<file path="src/rtl/cfg_writer.sv">
// Collects a frame of network beats and hands it to config memory.
// An ack timeout parks the block in ERROR until software clears it.
module cfg_writer #(
    parameter int width       = 16,
    parameter int num_inputs  = 8,
    parameter int ack_timeout = 64
) (
    input  logic                             clk,
    input  logic                             reset,
    input  logic                             net_valid,
    input  logic [width-1:0]                 net_data,
    output logic                             net_ready,
    input  logic                             write_rdy,
    output logic                             write_en,
    output logic [num_inputs:0][width-1:0]   w_data_out,
    input  logic                             write_ack,
    input  logic                             clear_err,
    output logic                             err,
    output logic [7:0]                       frame_count
);

    localparam int IW = (num_inputs < 1) ? 1 : $clog2(num_inputs + 1);
    localparam int TW = (ack_timeout < 2) ? 1 : $clog2(ack_timeout);

    typedef enum logic [1:0] {
        COLLECT,
        WAIT_RDY,
        WRITE,
        ERROR
    } state_t;

    state_t                           state_q, state_d;
    logic [IW-1:0]                    idx_q, idx_d;
    logic [TW-1:0]                    cnt_q, cnt_d;
    logic [7:0]                       fc_q, fc_d;
    logic [num_inputs:0][width-1:0]   data_q, data_d;

    always_ff @(posedge clk or posedge reset) begin
        if (reset) begin
            state_q <= COLLECT;
            idx_q   <= '0;
            cnt_q   <= '0;
            fc_q    <= '0;
            data_q  <= '0;
        end else begin
            state_q <= state_d;
            idx_q   <= idx_d;
            cnt_q   <= cnt_d;
            fc_q    <= fc_d;
            data_q  <= data_d;
        end
    end

    always_comb begin
        state_d = state_q;
        idx_d   = idx_q;
        cnt_d   = cnt_q;
        fc_d    = fc_q;
        data_d  = data_q;
        unique case (state_q)
            COLLECT: begin
                if (net_valid) begin
                    data_d[idx_q] = net_data;
                    if (idx_q == IW'(num_inputs)) begin
                        idx_d   = '0;
                        state_d = WAIT_RDY;
                    end else begin
                        idx_d = idx_q + 1'b1;
                    end
                end
            end
            WAIT_RDY: begin
                if (write_rdy) begin
                    state_d = WRITE;
                    cnt_d   = '0;
                end
            end
            WRITE: begin
                // An ack on the final allowed cycle still counts as success
                if (write_ack) begin
                    state_d = COLLECT;
                    fc_d    = fc_q + 8'd1;
                end else if (cnt_q == TW'(ack_timeout - 1)) begin
                    state_d = ERROR;
                end else begin
                    cnt_d = cnt_q + 1'b1;
                end
            end
            ERROR: begin
                if (clear_err) begin
                    state_d = COLLECT;
                    idx_d   = '0;
                end
            end
            default: state_d = COLLECT;
        endcase
    end

    assign net_ready   = (state_q == COLLECT);
    assign write_en    = (state_q == WRITE);
    assign err         = (state_q == ERROR);
    assign frame_count = fc_q;
    assign w_data_out  = data_q;

endmodule

</file>
<file path="config.mk">
export PLATFORM = sky130hd
export DESIGN_NAME = cfg_writer
export DESIGN_NICKNAME = d
export VERILOG_FILES = /design/src/rtl/cfg_writer.sv
export SDC_FILE = /design/constraint.sdc
export NUM_CORES = 1
export LEC_CHECK = 0
export CAP_MARGIN = 20
export CORE_ASPECT_RATIO = 0.8
export CORE_MARGIN = 1.5
export CORE_UTILIZATION = 41
export DETAILED_ROUTE_END_ITERATION = 8
export GPL_TIMING_DRIVEN = 0
export MAX_ROUTING_LAYER = met4
export PLACE_DENSITY = 0.72
export SLEW_MARGIN = 20
export SYNTH_ARGS = -nofsm -noshare
export SYNTH_HDL_FRONTEND = slang
export SYNTH_SLANG_ARGS = --single-unit
</file>
<file path="constraint.sdc">
create_clock -name clk -period 5.28 [get_ports clk]
set_input_delay 1.056 -clock clk [delete_from_list [all_inputs] [get_ports clk]]
set_output_delay 1.056 -clock clk [all_outputs]
set_load 0.01 [all_outputs]
</file>
==> impl_metrics.py, run 1 <==
metrics = {
    "outcome": {
        "status": "finished, final reports clean",
    },
    "synth": {
        "synth_enable_flop_cells": 0,
        "syn_area_um2": 6700,
        "synth_warnings": 0,
        "syn_area_per_cell_um2": 15.6,
        "yosysTopAreaCellShare_pct": 61.2,
        "synth-main-ff-cell": "dfrtp_1",
        "synth_top_cell_by_area": "dfrtp_1",
        "syn_inst": 431,
        "yosysSeqAreaShare_pct": 61.2,
        "synthArstFlopShare_pct": 100,
        "syn-num-nets": 459,
        "synth.area.top_cells": "dfrtp_1 61%, mux2_2 19%, mux2_4 4.5%",
        "ys_ff_latch": 164,
        "ys_types": 42,
    },
    "power": {
        "leakage_nw": 4.18,
        "peakVddDrop_mv": 0.338,
        "total_power_mw": 5.94,
        "power_density_nw_per_um2": 631,
    },
    "min_path": {
        "min_path_cells": 1,
        "hp-class": "reg2reg",
        "min_from": "frame_count[7]$_DFFE_PP0P_",
        "min_to": "frame_count[7]$_DFFE_PP0P_",
    },
    "worst_setup_path": {
        "rr_startpoint": "idx_q[0]$_DFFE_PP0P_",
        "max_stage_delay_ns": 0.55,
        "cp_max_fo": 10,
        "cp_data_required_time_ns": 4.22,
        "cp_data_arrival_time_ns": 1.86,
        "crit_buf_inv": 3,
        "crit_family": "buffers and inverters",
        "cpMaxStageDelayCell": "clkdlybuf4s50_1",
        "r2r-end": "w_data_out[132]$_DFFE_PP0P_",
        "critical_path.startpoint_type": "register",
        "r2r_setup_slack_ns": 3.08,
        "path_depth": 4,
        "rr_worst_depth": 6,
        "endpoint_kind": "output port",
        "path_class": "reg2out",
        "crit_chain": "buf_6 -> nand2b_1 -> inv_2 -> clkdlybuf4s50_1",
    },
    "floorplan": {
        "die_area_um2": 17100,
        "num_rows": 41,
        "pin_count": 177,
        "core_area_um2": 15900,
        "initial_core_util_pct": 42.1,
        "die_y_um": 117,
        "die_width_um": 146,
    },
    "route": {
        "via_per_inst": 5.05,
        "ant_nets": 0,
        "drt_pass1_iterations": 5,
        "wl_per_cell_um": 19.1,
        "wl_mm": 16.3,
        "vias": 4322,
        "drc_errors": 0,
        "drt_iter0_markers": 172,
    },
    "timing": {
        "finalSetupTns_ns": 0,
        "worst_slew_pin_slew_ns": 0.680,
        "clock.fmax_mhz": 343,
        "hold_violations": 0,
        "finalMaxSlewViolations": 0,
        "fin_skew_ns": 0.00989,
        "rsz0062_at_grt": "no",
        "setup_violations": 0,
        "final.min_clock_period_ns": 2.92,
        "min_period_over_period_pct": 55.2,
        "slew_headroom_pct": 54.6,
    },
    "finish": {
        "fin_area_um2": 9400,
        "final_nets": 656,
        "diodes": 0,
        "area_growth_pct": 40.3,
        "finish.utilization_pct": 59.1,
        "layout-drive-gt1-share_pct": 31.4,
        "fin_cells": 856,
    },
    "global_route": {
        "antenna_found_initial": 0,
        "grt_max_degree": 38,
        "grt_pass1_wl_mm": 26.2,
        "grt_pass1_vias": 4589,
        "grt_overflow": 0,
        "track_usage_pct": 20.6,
    },
    "clock_network": {
        "cts_root_buf": "clkbuf_16",
        "cts_tree": "yes",
        "clkTransAtPathRegs_ns": 0.07,
        "cts_hold_buf": 0,
        "numCtsBuffers": 17,
        "cts_resized": 0,
        "clkLatencyLatePin_ns": 0.42,
        "h-tree-depth": 4,
        "clock-sinks": 164,
        "clk_path_buf_depth": 2,
        "post-cts-setup-buffers": 0,
    },
    "place": {
        "hpwl_mm": 11.7,
        "place_inst": 824,
        "io_buffer_count": 174,
        "gp_congestion": 0.787,
        "placed_area_um2": 8800,
    },
    "flow_run": {
        "max_cap_violations": 0,
    },
}
[registers in the layout, indices dropped and copies added, names as in the netlist]
register	flops
cnt_q	6
frame_count	8
idx_q	4
state_q	2
w_data_out	144
[cell type report]
cell class	count	area (um2)
fillers	1237	6500
clock inverters	14	165
well taps	215	269
repair buffers	178	1820
multi-input cells	241	2430
inverters	6	26.3
clock buffers	18	439
flip-flops and latches	164	4100
plain buffers	20	150
[metal layers]
| metal | track usage [%] | wire, um |
|---|---|---|
| met2 | 32.6 | 8010 |
| met5 | - | 0 |
| met4 | 7.08 | 273 |
| met3 | 4.44 | 640 |
| met1 | 26.4 | 7400 |
[cells in the mapped netlist (all sizes together), types with 2 or more instances]
cell type,n
a41oi,2
nand2,8
a21oi,5
nor2b,5
nor2,4
o21ai,12
nand3,15
ha,6
a22o,3
mux2,145
buf,18
nand2b,2
and2,2
dfrtp,164
nand4,5
nor3b,3
and3,4
a21o,2
clkbuf,2
inv,6
and4,2
xnor2,8
[power breakdown]
group	switching [mW]	internal, mW
clock	0.530	0.724
combinational	0.998	1.54
sequential	0.326	1.82
total	1.85	4.08
[logic make-up (layout without fill, tap and decap cells)]
family | Yosys count | in the layout | share of synthesized area [%]
compound gates | 27 | 27 | 2.52
xor+xnor | 8 | 8 | 1.05
fa+ha+maj | 6 | 6 | 1.12
buf+inv | 26 | 236 | 2.58
flops | 164 | 164 | 61.2
mux | 146 | 146 | 25.6
simple gates | 54 | 54 | 5.88
[how the worst max path moves through the flow]
stage,startpoint,to,slack [ns]
floorplan,reset,cnt_q[0]$_DFFE_PP0P_,2.14
global placement,reset,w_data_out[130]$_DFFE_PP0P_,0.90
detailed placement,net_valid,w_data_out[49]$_DFFE_PP0P_,2.72
CTS,state_q[0]$_DFFE_PP0P_,write_en,2.35
global route,state_q[0]$_DFFE_PP0P_,write_en,2.30
finish,state_q[0]$_DFFE_PP0P_,write_en,2.36
[stage by stage]
step / hold slack (ns) / setup WS (ns)
after floorplan: 0.508 / 2.14
after global placement: 0.461 / 0.902
after detailed placement: 0.474 / 2.72
after CTS: 0.487 / 2.35
after global routing: 0.496 / 2.30
final: 0.481 / 2.36
[cell usage in the layout, fill, tap and decap left out, types with 4 or more instances in the layout]
cell | synthesis | layout
clkbuf_16 | 0 | 17
nor2b_1 | 4 | 4
nand2_1 | 8 | 8
and3_1 | 4 | 4
buf_2 | 6 | 6
clkinvlp_4 | 0 | 4
mux2_1 | 11 | 11
xnor2_1 | 8 | 8
o21ai_0 | 12 | 12
dfrtp_1 | 164 | 164
buf_6 | 4 | 4
ha_1 | 6 | 6
mux2_2 | 114 | 114
clkdlybuf4s50_1 | 0 | 174
mux2_4 | 20 | 20
inv_1 | 5 | 4
nand3_1 | 12 | 12
a21oi_1 | 5 | 5
buf_12 | 0 | 4
buf_4 | 7 | 7
(Power assumes the default switching activity.)
==> inputs of run 2 (changes only) <==
- PLACE_DENSITY: 0.72 -> 0.69
- clock period: 5.28 -> 2.8 ns (I/O delays scaled with it)
==> impl_metrics.py, run 2 (synthesized netlist as in run 1, its figures left out) <==
metrics = {
    "finish": {
        "fillers": 1264,
        "diodes": 0,
        "final_nets": 657,
        "finish.utilization_pct": 59.1,
        "final_common_cell": "clkdlybuf4s50_1",
        "area_growth_pct": 40.3,
        "layout-drive-gt1-share_pct": 30.9,
        "mostFrequentLayoutCells": "174 x clkdlybuf4s50_1, 164 x dfrtp_1, 114 x mux2_2",
        "fin_area_um2": 9400,
        "largest_reg_flops": 144,
    },
    "timing": {
        "slew_headroom_pct": 64.8,
        "clock.fmax_mhz": 416,
        "final.min_clock_period_ns": 2.40,
        "hold_violations": 0,
        "setup_violations": 0,
        "min_period_over_period_pct": 85.9,
        "finalMaxSlewViolations": 0,
        "rsz0062_at_grt": "no",
        "worst_slew_pin_slew_ns": 0.528,
        "fin_skew_ns": 0.00647,
        "hold_ws_ns": 0.382,
        "finalSetupTns_ns": 0,
    },
    "worst_setup_path": {
        "cp_data_arrival_time_ns": 1.84,
        "cp_max_fo": 10,
        "max_stage_delay_ns": 0.56,
        "crit_chain": "buf_6 -> nand2b_1 -> inv_2 -> clkdlybuf4s50_1",
        "crit_family": "buffers and inverters",
        "endpoint_kind": "output port",
        "critical_path.startpoint_type": "register",
        "cp_data_required_time_ns": 2.24,
        "path_class": "reg2out",
        "cpMaxStageDelayCell": "clkdlybuf4s50_1",
        "crit_buf_inv": 3,
    },
    "floorplan": {
        "die_area_um2": 17100,
        "initial_core_util_pct": 42.1,
        "die_width_um": 146,
        "die_y_um": 117,
        "core_area_um2": 15900,
        "pin_count": 177,
        "num_rows": 41,
    },
    "global_route": {
        "met2_usage_pct": 32.0,
        "grt_pass1_vias": 4623,
        "track_usage_pct": 20.9,
        "antenna_found_initial": 0,
        "top_usage_layer": "met2",
        "grt_pass1_wl_mm": 26.2,
        "grt_max_degree": 36,
        "grt_overflow": 0,
        "grtUsageMet3_pct": 7.28,
        "grt_util_met1_pct": 25.9,
    },
    "clock_network": {
        "cts_hold_buf": 0,
        "cts_tree": "yes",
        "cts_resized": 0,
        "clk_path_buf_depth": 2,
        "clkTransAtPathRegs_ns": 0.06,
        "h-tree-depth": 4,
        "post-cts-setup-buffers": 0,
        "cts_root_buf": "clkbuf_16",
        "clock-sinks": 164,
        "numCtsBuffers": 17,
        "clkLatencyLatePin_ns": 0.42,
    },
    "power": {
        "peakVddDrop_mv": 0.646,
        "power_density_nw_per_um2": 1180,
        "leakage_nw": 4.18,
    },
    "route": {
        "drt_pass1_iterations": 4,
        "vias": 4287,
        "wl_mm": 16.4,
        "ant_nets": 0,
        "wl_per_cell_um": 19.2,
        "via_per_inst": 5.01,
        "drt_iter0_markers": 152,
        "drc_errors": 0,
    },
    "min_path": {
        "hp-class": "in2async",
    },
    "place": {
        "gp_congestion": 0.774,
        "hpwl_mm": 11.5,
        "io_buffer_count": 174,
        "placed_area_um2": 8820,
    },
    "outcome": {
        "status": "finished, final reports clean",
    },
    "flow_run": {
        "max_cap_violations": 0,
    },
}
-- run 2: cell types whose count changed in the layout (fill, tap and decap cells not counted) --
cell        delta
clkbuf_8       +3
inv_8          -3
clkbuf_1       +2
inv_6          -2
buf_12         +1
clkinv_4       -1
clkinvlp_4     -1
-- run 2: per-layer routing --
| metal | vias to the layer above | part of all wire, % |
|---|---|---|
| met5 | - | 0 |
| met2 | 112 | 47 |
| met4 | 0 | 1.3 |
| met1 | 2233 | 44 |
| li1 | 1925 | - |
| met3 | 17 | 6.8 |
-- run 2: area by class of cell --
cell class	count	area (um2)	area share, %
timing repair buffer	179	1840	19.6
inverter	6	26.3	0.279
multi-input combinational	241	2430	25.8
buffer	20	150	1.60
clock inverter	7	97.6	1.04
clock buffer	23	488	5.19
tap	215	269	2.86
sequential	164	4100	43.6
-- run 2: stage by stage --
step,setup WS (ns),instances,power (mW)
final,0.396,855,11.1
after floorplan,0.155,431,6.24
after detailed placement,0.568,825,8.89
after global routing,0.320,855,11.7
after CTS,0.366,855,11.3
after global placement,-1.12,820,8.74
-- run 2: power by group --
group / total, mW / internal [mW] / switching (mW) / leakage, nW
Combinational: 4.80 / 2.91 / 1.90 / 1.82
Sequential: 4.04 / 3.43 / 0.611 / 2.08
Clock: 2.29 / 1.40 / 0.887 / 0.282
-- run 2: final timing paths --
check,from,to,slack (ns),cells past startpoint
max reg2reg,idx_q[0]$_DFFE_PP0P_,w_data_out[128]$_DFFE_PP0P_,0.57,6
min,reset,w_data_out[70]$_DFFE_PP0P_,0.38,2
min reg2reg,frame_count[7]$_DFFE_PP0P_,frame_count[7]$_DFFE_PP0P_,0.47,1
max in group asynchronous,reset,w_data_out[132]$_DFFE_PP0P_,1.56,5
max,state_q[0]$_DFFE_PP0P_,write_en,0.40,4
min in group clk,frame_count[7]$_DFFE_PP0P_,frame_count[7]$_DFFE_PP0P_,0.47,1
